File: src/rtl/fetch_pc_ctrl_pkg.sv
// Shared frontend definitions for the fetch PC sequencer: FSM encoding,
// reset PC and fetch-group geometry plus the PC alignment helpers.
package fetch_pc_ctrl_pkg;

    typedef enum logic [1:0] {
        ST_IDLE  = 2'd0,
        ST_REQ   = 2'd1,
        ST_WAIT  = 2'd2,
        ST_DRAIN = 2'd3
    } fetch_state_e;

    localparam logic [63:0] FETCH_RESET_PC    = 64'h8000_0000;
    localparam int          FETCH_GROUP_BYTES = 16;

    // Instructions are 4-byte aligned; low two bits of any target are dropped.
    function automatic logic [63:0] align_instr(input logic [63:0] a);
        return {a[63:2], 2'b00};
    endfunction

    function automatic logic [63:0] next_group(input logic [63:0] a);
        logic [63:0] w_mask;
        w_mask = ~(64'(FETCH_GROUP_BYTES) - 64'd1);
        return (a & w_mask) + 64'(FETCH_GROUP_BYTES);
    endfunction

endpackage

File: src/rtl/fetch_pc_ctrl_pc_next_calc.sv
// Next fetch PC selection: redirect > predicted-taken > sequential group > hold.
// Prediction path compiled in only with FETCH_PC_CTRL_PREDICT_EN.
module pc_next_calc
    import fetch_pc_ctrl_pkg::*;
(
    input  logic [63:0] i_cur_pc,
    input  logic        i_redirect_valid,
    input  logic [63:0] i_redirect_target,
    input  logic        i_advance,
    input  logic        i_pred_taken,
    input  logic [31:0] i_pred_target,
    output logic [63:0] o_next_pc,
    output logic        o_pred_hit
);

    logic        w_pred_hit;
    logic [63:0] w_pred_pc;

`ifdef FETCH_PC_CTRL_PREDICT_EN
    assign w_pred_hit = i_advance & i_pred_taken;
    assign w_pred_pc  = align_instr({32'd0, i_pred_target});
`else
    logic w_unused_pred;
    assign w_unused_pred = ^{i_pred_taken, i_pred_target};
    assign w_pred_hit    = 1'b0;
    assign w_pred_pc     = '0;
`endif

    always_comb begin
        o_next_pc = i_cur_pc;
        if (i_redirect_valid)
            o_next_pc = align_instr(i_redirect_target);
        else if (w_pred_hit)
            o_next_pc = w_pred_pc;
        else if (i_advance)
            o_next_pc = next_group(i_cur_pc);
    end

    assign o_pred_hit = w_pred_hit;

endmodule

File: src/rtl/fetch_pc_ctrl.sv
// Fetch sequencer: owns the fetch PC, runs the icache handshake, drops stale
// responses after redirects. Optional prediction: FETCH_PC_CTRL_PREDICT_EN.
module fetch_pc_ctrl
    import fetch_pc_ctrl_pkg::*;
#(
    parameter logic [63:0] RESET_PC = FETCH_RESET_PC
) (
    input  logic        clock,
    input  logic        reset_n,
    input  logic        redirect_valid,
    input  logic [63:0] redirect_target,
    output logic        pc2ic_req_valid,
    output logic [63:0] pc2ic_req_addr,
    input  logic        ic2pc_req_ready,
    input  logic        ic2pc_resp_valid,
    output logic        pc2ic_resp_ready,
    input  logic        ib2pc_ready,
    output logic [63:0] pc,
    output logic        pc_operation_done,
    input  logic        admin2pcctrl_predicttaken,
    input  logic [31:0] admin2pcctrl_predicttarget,
    output logic [63:0] fetch_cnt,
    output logic [63:0] pred_redirect_cnt
);

    fetch_state_e r_state;
    fetch_state_e w_state_nxt;
    logic [63:0]  r_pc;
    logic [63:0]  w_next_pc;
    logic [63:0]  r_fetch_cnt;
    logic         w_req_valid;
    logic         w_resp_ready;
    logic         w_done;
    logic         w_pred_hit;

    always_comb begin
        w_state_nxt  = r_state;
        w_req_valid  = 1'b0;
        w_resp_ready = 1'b0;
        w_done       = 1'b0;
        case (r_state)
            ST_IDLE: w_state_nxt = ST_REQ;
            ST_REQ: begin
                w_req_valid = 1'b1;
                // A request accepted alongside a redirect carries the old PC.
                if (ic2pc_req_ready)
                    w_state_nxt = redirect_valid ? ST_DRAIN : ST_WAIT;
            end
            ST_WAIT: begin
                w_done       = ic2pc_resp_valid & ib2pc_ready & ~redirect_valid;
                // Under redirect the response is swallowed regardless of ib space.
                w_resp_ready = w_done | (ic2pc_resp_valid & redirect_valid);
                if (w_resp_ready)
                    w_state_nxt = ST_REQ;
                else if (redirect_valid)
                    w_state_nxt = ST_DRAIN;
            end
            ST_DRAIN: begin
                w_resp_ready = ic2pc_resp_valid;
                if (ic2pc_resp_valid)
                    w_state_nxt = ST_REQ;
            end
            default: w_state_nxt = ST_IDLE;
        endcase
    end

    pc_next_calc u_pc_next_calc (
        .i_cur_pc          (r_pc),
        .i_redirect_valid  (redirect_valid),
        .i_redirect_target (redirect_target),
        .i_advance         (w_done),
        .i_pred_taken      (admin2pcctrl_predicttaken),
        .i_pred_target     (admin2pcctrl_predicttarget),
        .o_next_pc         (w_next_pc),
        .o_pred_hit        (w_pred_hit)
    );

    always_ff @(posedge clock or negedge reset_n) begin
        if (!reset_n) begin
            r_state     <= ST_IDLE;
            r_pc        <= RESET_PC;
            r_fetch_cnt <= '0;
        end else begin
            r_state <= w_state_nxt;
            r_pc    <= w_next_pc;
            if (w_done)
                r_fetch_cnt <= r_fetch_cnt + 64'd1;
        end
    end

`ifdef FETCH_PC_CTRL_PREDICT_EN
    logic [63:0] r_pred_cnt;
    always_ff @(posedge clock or negedge reset_n) begin
        if (!reset_n)
            r_pred_cnt <= '0;
        else if (w_pred_hit)
            r_pred_cnt <= r_pred_cnt + 64'd1;
    end
    assign pred_redirect_cnt = r_pred_cnt;
`else
    logic w_unused_hit;
    assign w_unused_hit      = w_pred_hit;
    assign pred_redirect_cnt = '0;
`endif

    assign pc2ic_req_valid   = w_req_valid;
    assign pc2ic_req_addr    = r_pc;
    assign pc2ic_resp_ready  = w_resp_ready;
    assign pc_operation_done = w_done;
    assign pc                = r_pc;
    assign fetch_cnt         = r_fetch_cnt;

endmodule

File: config.mk
export PLATFORM = sky130hd
export DESIGN_NAME = fetch_pc_ctrl
export DESIGN_NICKNAME = d
export VERILOG_FILES = /design/src/rtl/fetch_pc_ctrl_pkg.sv /design/src/rtl/fetch_pc_ctrl_pc_next_calc.sv /design/src/rtl/fetch_pc_ctrl.sv
export SDC_FILE = /design/constraint.sdc
export NUM_CORES = 1
export LEC_CHECK = 0
export ABC_CLOCK_PERIOD_IN_PS = 2200
export BUFFER_PORTS_ARGS = -buffer_cell sky130_fd_sc_hd__clkbuf_2
export CAP_MARGIN = 30
export CORE_UTILIZATION = 30
export DETAILED_ROUTE_END_ITERATION = 8
export GPL_ROUTABILITY_DRIVEN = 0
export PLACE_DENSITY = 0.59
export RECOVER_POWER = 50
export SLEW_MARGIN = 20
export SYNTH_ARGS = -nofsm -noshare
export SYNTH_HDL_FRONTEND = slang
export SYNTH_SLANG_ARGS = --single-unit
File: constraint.sdc
create_clock -name clock -period 2.2 [get_ports clock]
set_input_delay 0 -clock clock [delete_from_list [all_inputs] [get_ports clock]]
set_output_delay 0 -clock clock [all_outputs]
set_load 0.02 [all_outputs]
# == Word level (Yosys, flattened, before mapping) ==
# Cells that the tools add are included.
# word_totals
regBits,130
in_bits,103
word_cells,30
# op_classes
n_addsub,2
eq_ne,6
muxes,11
bitwise_logic,5
n_reduce_logical,3
# op_table
operator,count
2-to-1 mux 64 bit,2
adder 64 x 1 -> 64 bit (second input constant),1
adder 64 x 5 -> 64 bit (second input constant),1
2-to-1 mux 2 bit,4
case mux 2 bit (4 select lines),1
== test 2 bit (second input constant),2
inequality test 2 bit (second input constant),2
bitwise AND 1 bit,3
2-to-1 mux 1 bit,3
inequality test 3 bit (second input constant),1
AND reduction 3 bit,1
== test 2 x 1 -> 1 bit (second input constant),1
logical NOT 2 bit,1
case mux 1 bit (2 select lines),1
nonzero test 2 bit,1
NOT 1 bit,1
OR 1 bit,1

# == Depth between registers and ports, before layout ==
# Gate-level depths: netlist of run 1.
# logic_depth
ltp_word,5
ltp_mapped,9
ltp_nobuf,8

# == Hierarchy ==
# From an unflattened synthesis of run 1, not the netlist that was laid out.
# unflattened
cells_unflattened,878
hier_area_um2,8052.7
# modules_own_cells
module,instances,cells_each,area_per_inst_um2,seq_area_each_um2
fetch_pc_ctrl,1,499,5778.0,3254.4
pc_next_calc,1,379,2274.7,0.0

# == Least setup slack after synthesis of run 1 ==
# OpenSTA, ideal clock, no wires.
# synth_timing
path_type,flip-flop to flip-flop
startpoint,register r_pc[26] (netlist: pc[26])
endpoint,register r_pc[62] (netlist: pc[62])
arrival_time_ps,2289
t_required_ps,2118
setup_slack_ps,-171
stages_incl_launch_ff,7
period_less_slack_ps,2371
cell_sequence,dfrtp_1 buf_2 nand3_2 or4_1 or4_1 or3_1 a31oi_1
# synth_between
elab_chain_len,3
# synth_lines
element,line,text
from (decl),fetch_pc_ctrl.sv:28,logic [63:0] r_pc;
from (signal assigned),fetch_pc_ctrl.sv:85,r_pc <= w_next_pc;
adder 64 x 5 -> 64 bit,fetch_pc_ctrl_pkg.sv:23,return (a & w_mask) + 64'(FETCH_GROUP_BYTES);
2-to-1 mux 64 bit,fetch_pc_ctrl_pc_next_calc.sv:35,else if (i_advance)
2-to-1 mux 64 bit,fetch_pc_ctrl_pc_next_calc.sv:31,if (i_redirect_valid)
# Every way passes these cells. The select of a mux whose other input is x is not followed.
# A chain may end at the register's enable or synchronous reset.

# == Worst setup path after layout of run 1 ==
# Same ends and word-level chain as after synthesis.

==> metrics, run 1 <==
WS Path Type=flop to flop; first-pass GRT wire length=40.3 mm; leakage power=5.16 nW; Finished Layout Cells=1627; Register Area=3220 sq um; gr usage total=0.193; synth warn=0; post-route ant nets=0; Area after DPL=9850 sq um; R2R setup slack=0.01 ns; crit start category=flop; Initial Utilization=0.305; core area=26100 sq um; CTS clk-pin slew, worst paths=0.06 ns; M2 GR Usage=0.313; Area Overhead vs Synth=41.5%; power per cell area=625 nW/um^2; RSZ-0062 raised after global routing=yes; Max stage delay on crit path=0.55 ns; diodes inserted=0; layout cells sized above 1=0.304; fill count=2619; met1 GRT Util=0.269; Final Slew Violations=0; Final HPWL DP=19.5 mm; worst r2r src=pc[26]; DRC=0; clk_lat worst skew=0.41 ns; CTS tree=built; critical-path cell list=nand3_2, or4_4, or4_4, or3_1, a31oi_1; arrival time of the worst setup path=2.52 ns; worst setup path start=pc[26]; Rel. slew slack=0.178; most crowded layer after global routing=met2; Chip Height=165 um; R2R depth=5; Post-synth EDFFs=0; Worst EP required=2.53 ns; Boundary Pins=362; synthesized area per cell=8.90 sq um; Peak Freq=0.458 GHz; largest net degree at the start of global routing=89; multi-input logic area=4150 sq um; DRT Pass-1 Iters=5; Iteration-0 DRC Markers=546; CTS max path bufs=2; fin crit share=0.993; status=complete, no violations; wire per inst=16.4 um; Via density=4.86; worst slew pin tran=1.23 ns; htree depth=4; VDD IR-drop max=0.000418 V; Nets=1387; class of the worst hold path=input port to flop; asr flop ratio synth=1.00; count of input and output buffers=258; Final Setup Violations=0; clock buffer count from CTS=17; GR Layer Usage met3=0.0271; Placement Setup Slack=-0.0857 ns; grt ovf=0; Hold Crit Start=ic2pc_req_ready; Period minus WS final=2.19 ns; crit path capture type=flop; Max Cap Viol=0; dpl cells=1517; sequential fraction of the synthesis area=0.403; WHS Endpoint=r_state[1]; die footprint=27200 sq um; Crit-path slowest cell=or4_4; Setup WS post-layout=0.0149 ns; Cells after Synth=894; number of cell rows=59; Yosys reg bits=128; via count=7914; final hold viol count=0; routed wire length=26.7 mm; Root Driver=clkbuf_16; Final TNS setup=0 ns; Netlist cell types=51; vias in the first global route=7136; Max Fanout on Critical Path=4; Sink Count=128; initial antenna violation count=0; fin area=11300 sq um; skew final=0.00682 ns; hold path depth=4; Die Width=165 um; Pwr Total=7.04 mW; most frequent cell on the critical path=or4_4; Synth Flop Type=dfrtp_1; mapped cell area=7960 sq um; R2R Path End=pc[62]
==> state kept, by name, indices dropped and copies added (netlist names) <==
name and count:
fetch_cnt 64, pc 62, r_state 2
==> per-stage QoR <==
| stage | hold slack [ns] | util |
|---|---|---|
| floorplan | -0.296 | - |
| global placement | -0.0176 | 0.378 |
| finish | 0.0327 | 0.432 |
| global route | 0.0478 | 0.432 |
| CTS | 0.00508 | 0.428 |
| detailed placement | -0.0144 | 0.378 |
==> cell families (layout without fill, tap and decap cells) <==
| logic type | Yosys count | count (layout) | synth area share |
|---|---|---|---|
| and+or+nand+nor | 416 | 416 | 0.278 |
| buffers and inverters | 167 | 498 | 0.141 |
| DFF | 128 | 128 | 0.403 |
| AOI/OAI and AO/OA | 90 | 90 | 0.0740 |
| xor gates and xnor gates | 82 | 82 | 0.0902 |
| adders and majority gates | 5 | 5 | 0.00786 |
| muxes | 5 | 5 | 0.00644 |
| other | 1 | 68 | 0.000471 |
==> placed cells by master (no fill, tap or decap), drive strengths merged, types with 10 or more instances in the layout <==
cell type | Yosys | routed
nor2 | 43 | 43
xor2 | 30 | 30
o211ai | 17 | 17
nor4 | 20 | 20
conb | 1 | 68
xnor2 | 52 | 52
or3 | 13 | 13
nand3 | 73 | 73
and4 | 12 | 12
dlygate4sd3 | 0 | 64
nor3 | 23 | 23
and3 | 26 | 26
or4 | 14 | 14
buf | 135 | 131
dfrtp | 127 | 127
a31oi | 12 | 12
o21ai | 34 | 34
inv | 9 | 10
nand4 | 59 | 59
clkbuf | 22 | 279
nand2 | 107 | 107
==> synthesized netlist by cell type, drive strengths merged, types with 2 or more instances <==
library cell	instances	area, sq um
a221o	3	30.0
inv	9	33.8
xnor2	52	455
nand3	73	370
nand2b	3	18.8
nor3	23	115
and3	26	163
a31oi	12	75.1
a21oi	3	15.0
and2	8	50.1
nor2	43	161
a31o	3	26.3
a211o	2	17.5
nor4b	2	23.8
nand4	59	384
ha	5	62.6
o21a	3	22.5
or3	13	81.3
mux2i	4	40.0
buf	135	998
o31ai	6	45.0
nor2b	8	50.1
dfrtp	127	3180
nand4b	2	17.5
o211ai	17	128
or4	14	105
xor2	30	263
nor4	20	144
and4	12	105
o21ai	34	170
clkbuf	22	82.6
nand2	107	402
o31a	2	17.5
==> layer usage <==
metal | part of all wire | vias to the layer above
met5 | 0 | -
met3 | 0.054 | 23
met1 | 0.45 | 3811
met4 | 0.013 | 0
met2 | 0.48 | 308
li1 | - | 3772
==> worst max-delay path, delay by kind of cell, from the launching register on <==
family             cells  cell delay (ns)
and+or+nand+nor        4             1.53
DFF                    1             0.39
AOI/OAI and AO/OA      1             0.18
==> final cells by class <==
class,count,share of cell area
clock buffer,18,0.0381
clock inverter,14,0.0106
inverter,10,0.00333
multi-input combinational,666,0.369
sequential,128,0.286
tap,335,0.0372
timing repair buffer,456,0.256
==> worst max-delay path by stage <==
stage,to,cells after the start
6_report,pc[62],5
5_1_grt,pc[62],5
4_1_cts,fetch_cnt[49],9
3_5_place_dp,pc[62],5
3_3_place_gp,fetch_cnt[15],9
2_1_floorplan,pc[62],6
==> timing repair <==
item                                    CTS  global route
buffers inserted                          3            11
endpoints found under the hold margin   172             0
pin swaps                                 9            22
endpoints found under the setup margin   29            36
hold buffers                             64             0
cloned                                    1             0
resized for setup                        12            39
==> where the power goes <==
group	total [mW]	leakage, nW	switching (mW)	internal [mW]
clock	2.69	0.258	1.14	1.55
sequential	2.64	1.63	0.146	2.50
combinational	1.71	3.27	1.06	0.656
(Power assumes the default switching activity.)
==> run 2, diff against run 1 <==
Settings changed: CTS_BUF_LIST set to sky130_fd_sc_hd__clkbuf_8.
==> run 2 against run 1 <==
  * Worst setup slack worse by 0.010 ns
  * Clock skew up 0.0040 ns
  * Sequential power about the same
  * Via count about the same
  * Design area down 1.2%
  * Core utilization down 0.51 points
  * Critical path type unchanged
  * Largest cell class unchanged
  * Highest routed layer unchanged
==> metrics, run 2 (same netlist as run 1, synthesis figures left out) <==
clk_lat worst skew=0.44 ns; Die Width=165 um; Max stage delay on crit path=0.56 ns; Boundary Pins=362; power per cell area=564 nW/um^2; Max Fanout on Critical Path=4; DRC=0; crit start category=flop; htree depth=4; Placement Setup Slack=-0.0857 ns; Nets=1392; Iteration-0 DRC Markers=553; layout cells sized above 1=0.332; RSZ-0062 raised after global routing=yes; Setup WS post-layout=0.00494 ns; Clk pwr share=0.305; most frequent cell on the critical path=or4_4; via count=7908; clock buffer count from CTS=17; CTS max path bufs=2; number of flip-flops in the largest register=64; Period minus WS final=2.20 ns; Crit-path slowest cell=or4_4; fraction of power spent switching nets=0.356; number of cell rows=59; class of the worst hold path=input port to flop; Area after DPL=9850 sq um; WS Path Type=flop to flop; Worst EP required=2.56 ns; Final TNS setup=0 ns; sequential share of power=0.420; DRT Pass-1 Iters=5; Rel. slew slack=0.177; Root Driver=clkbuf_8; routed wire length=26.4 mm; fin crit share=0.998; Final HPWL DP=19.5 mm; worst setup path start=pc[26]; fill count=2616; final hold viol count=0; first-pass GRT wire length=40.1 mm; count of input and output buffers=258; leading cell types in the layout, fill and taps excluded=clkbuf_2 (206), buf_4 (129), dfrtp_1 (116); skew final=0.0108 ns; critical-path cell list=nand3_2, or4_4, or4_4, or3_1, a31oi_1; R2R setup slack=0.005 ns; Int Pwr=4.05 mW; Via density=4.85; Area Overhead vs Synth=39.8%; vias in the first global route=7109; Final Slew Violations=0; worst slew pin tran=1.23 ns; Max Cap Viol=0; leakage power=5.20 nW; wire per inst=16.2 um; CTS tree=built; post-route ant nets=0; Initial Utilization=0.305; net load switching power=2.23 mW; R2R Path End=pc[62]; die footprint=27200 sq um; worst setup path end=pc[62]; Chip Height=165 um; fin area=11100 sq um; initial antenna violation count=0; core area=26100 sq um; combinational power share=0.275; crit path capture type=flop; Final Setup Violations=0; grt ovf=0; VDD IR-drop max=0.000456 V; Peak Freq=0.456 GHz; commonest non-fill, non-tap cell in the layout=clkbuf_2; CTS clk-pin slew, worst paths=0.08 ns; R2R depth=5; fin util=0.427; diodes inserted=0; largest net degree at the start of global routing=89; Sink Count=128; gr usage total=0.192; arrival time of the worst setup path=2.55 ns; status=complete, no violations; worst r2r src=pc[26]
[run 2: repair_timing]
action                                  in CTS  in global routing
endpoints found under the hold margin      191                  0
setup buffers                                3                 15
hold buffers                                65                  0
endpoints found under the setup margin      31                 34
gates cloned                                 1                  0
gates resized for setup                     13                 35
pin swaps                                    9                 21
[run 2: power groups by stage]
stage / sequential [mW] / combinational [mW] / clock [mW]
final: 2.64 / 1.73 / 1.91
after global routing: 2.66 / 1.88 / 2.08
after CTS: 2.63 / 1.71 / 1.99
after detailed placement: 2.67 / 1.57 / 0
after global placement: 2.67 / 1.56 / 0
after floorplan: 2.86 / 0.888 / 0
[run 2: metal layers]
metal / track usage / routed length [um]
met5: 0 / 0
met4: 0.0475 / 343
met3: 0.0271 / 1450
met2: 0.311 / 12700
met1: 0.267 / 12000
[run 2: worst min path at each step]
| stage | start | cells after the start | slack [ns] | endpoint |
|---|---|---|---|---|
| after global placement | reset_n | 1 | -0.02 | fetch_cnt[58] |
| after CTS | ib2pc_ready | 4 | 0.03 | r_state[1] |
| after global routing | ib2pc_ready | 4 | 0.11 | r_state[1] |
| final | ib2pc_ready | 4 | 0.09 | r_state[1] |
| after floorplan | reset_n | 0 | -0.30 | fetch_cnt[0] |
| after detailed placement | reset_n | 1 | -0.01 | fetch_cnt[54] |
[run 2: through the flow]
stage	instances	hold WS [ns]	power, mW
final	1632	0.0890	6.28
after global routing	1632	0.112	6.62
after CTS	1618	0.0324	6.33
after detailed placement	1517	-0.0144	4.25
after global placement	1517	-0.0176	4.23
after floorplan	961	-0.296	3.75
[run 2: critical path: cells and delay by family, from the launching register on]
family,cells,cell delay [ns]
and+or+nand+nor,4,1.54
DFF,1,0.40
AOI/OAI and AO/OA,1,0.18
[run 2: layout make-up]
| class | instances | area, sq um | area share |
|---|---|---|---|
| repair buffers | 461 | 2970 | 0.267 |
| flip-flops and latches | 128 | 3220 | 0.289 |
| clock buffers | 17 | 234 | 0.0210 |
| inverters | 10 | 37.5 | 0.00337 |
| multi-input cells | 666 | 4130 | 0.371 |
| clock inverters | 15 | 123 | 0.0110 |
| well taps | 335 | 419 | 0.0377 |
==> run 3, diff against run 2 <==
Settings changed: CORE_ASPECT_RATIO set to 0.9.
==> run 3 against run 2 <==
  * Worst setup slack improved by 0.058 ns
  * Total power is 7.2% higher
  * Design area up 1.1%
  * Largest power group unchanged
  * Non-clock buffer count is 3 higher
  * Global-route usage increased by 0.088 points
  * First-iteration DRC count shrank 6.7%
  * Maximum frequency increased by 2.7%
  * Core utilization grew 0.46 points
  * Via count is 1.8% higher
  * Clock skew is 0.0039 ns higher
  * Clock power is 22% higher
==> metrics, run 3 (same netlist as run 1, synthesis figures left out) <==
status=complete, no violations; wire per inst=16.2 um; grt ovf=0; clock buffer count from CTS=17; worst slew pin tran=0.818 ns; Rel. slew slack=0.454; DRT Pass-1 Iters=5; crit path capture type=flop; Sink Count=128; number of cell rows=56; die footprint=27200 sq um; Peak Freq=0.468 GHz; power per cell area=598 nW/um^2; VDD IR-drop max=0.000337 V; Worst EP required=2.57 ns; number of flip-flops in the largest register=64; fin crit share=0.971; CTS max path bufs=2; via count=8048; Finished Layout Cells=1648; skew final=0.0147 ns; routed wire length=26.7 mm; vias in the first global route=7363; fin util=0.432; diodes inserted=0; commonest non-fill, non-tap cell in the layout=clkbuf_2; Final Slew Violations=0; class of the worst hold path=input port to flop; CTS clk-pin slew, worst paths=0.09 ns; fill count=2645; final hold viol count=0; Root Driver=clkbuf_8; R2R setup slack=0.06 ns; largest net degree at the start of global routing=94; crit start category=flop; leakage power=5.27 nW; arrival time of the worst setup path=2.50 ns; Max Cap Viol=0; clk_lat worst skew=0.45 ns; core area=26100 sq um; dpl cells=1528; count of input and output buffers=258; htree depth=4; WS Path Type=flop to flop; Nets=1395; Max Fanout on Critical Path=2; gr usage total=0.193; layout cells sized above 1=0.341; CTS tree=built; Area Overhead vs Synth=41.4%; Via density=4.88; Boundary Pins=362; Final HPWL DP=19.6 mm; Iteration-0 DRC Markers=516; Final Setup Violations=0; post-route ant nets=0; Final TNS setup=0 ns; RSZ-0062 raised after global routing=yes; leading cell types in the layout, fill and taps excluded=clkbuf_2 (216), buf_4 (131), dfrtp_1 (117); Initial Utilization=0.305; DRC=0; first-pass GRT wire length=40.7 mm; initial antenna violation count=0; Period minus WS final=2.14 ns; Chip Height=157 um; Die Width=174 um
run 3: changes by cell type in the layout (fill, tap and decap cells not counted), sizes merged, moves of 2 or more:
cell	before	now
clkbuf	278	275
clkinvlp	5	1
inv	11	13
bufinv	1	4
buf	135	139
run 3: routing by layer:
metal  vias to the layer above  part of all wire  global-route usage
met5                         -                 0                   0
met4                         0             0.011              0.0447
met3                        18             0.065              0.0411
met2                       337              0.47               0.307
met1                      3904              0.46               0.267
li1                       3789                 -                   -
run 3: worst paths after layout:
path,from,endpoint,cells past startpoint
min in group asynchronous,reset_n,pc[56],3
setup reg to reg,pc[45],pc[62],5
setup / recovery,pc[45],pc[62],5
hold / removal,redirect_valid,pc[2],4
hold reg to reg,fetch_cnt[63],fetch_cnt[63],1
max in group asynchronous,reset_n,r_state[1],4
run 3: where the power goes:
part | switching [mW] | internal (mW)
sequential | 0.145 | 2.49
combinational | 1.08 | 0.684
clock | 1.08 | 1.25
run 3: critical path: stages, from the launching register on:
cell and delay (ns):
dfrtp_1 0.37, nand3_1 0.11, or4_4 0.55, or4_4 0.55, or3_1 0.36, a31oi_1 0.13
run 3: through the flow:
| step | setup slack (ns) | power (mW) | instance area (sq um) | hold WS, ns |
|---|---|---|---|---|
| after floorplan | -0.0234 | 3.75 | 8270 | -0.296 |
| after global placement | -0.0453 | 4.24 | 9830 | -0.0774 |
| after detailed placement | -0.115 | 4.26 | 9830 | -0.0770 |
| after CTS | -0.0148 | 6.76 | 11100 | 0.0345 |
| after global routing | -0.0509 | 7.05 | 11300 | 0.0562 |
| final | 0.0631 | 6.73 | 11300 | 0.0599 |
run 3: area by class of cell:
class / instances / area, sq um / share of cell area
Tap cell: 348 / 435 / 0.0387
Multi-Input combinational cell: 666 / 4110 / 0.365
Inverter: 10 / 40.0 / 0.00356
Timing Repair Buffer: 464 / 3010 / 0.268
Sequential cell: 128 / 3220 / 0.286
Clock inverter: 15 / 208 / 0.0185
Clock buffer: 17 / 234 / 0.0208
run 3: repair_timing:
action	4_1_cts	5_1_grt
hold endpoints to repair	190	0
pin swaps	9	22
buffers inserted	4	18
hold buffers	66	0
setup endpoints to repair	27	59
gates resized for setup	14	35
cloned	1	0
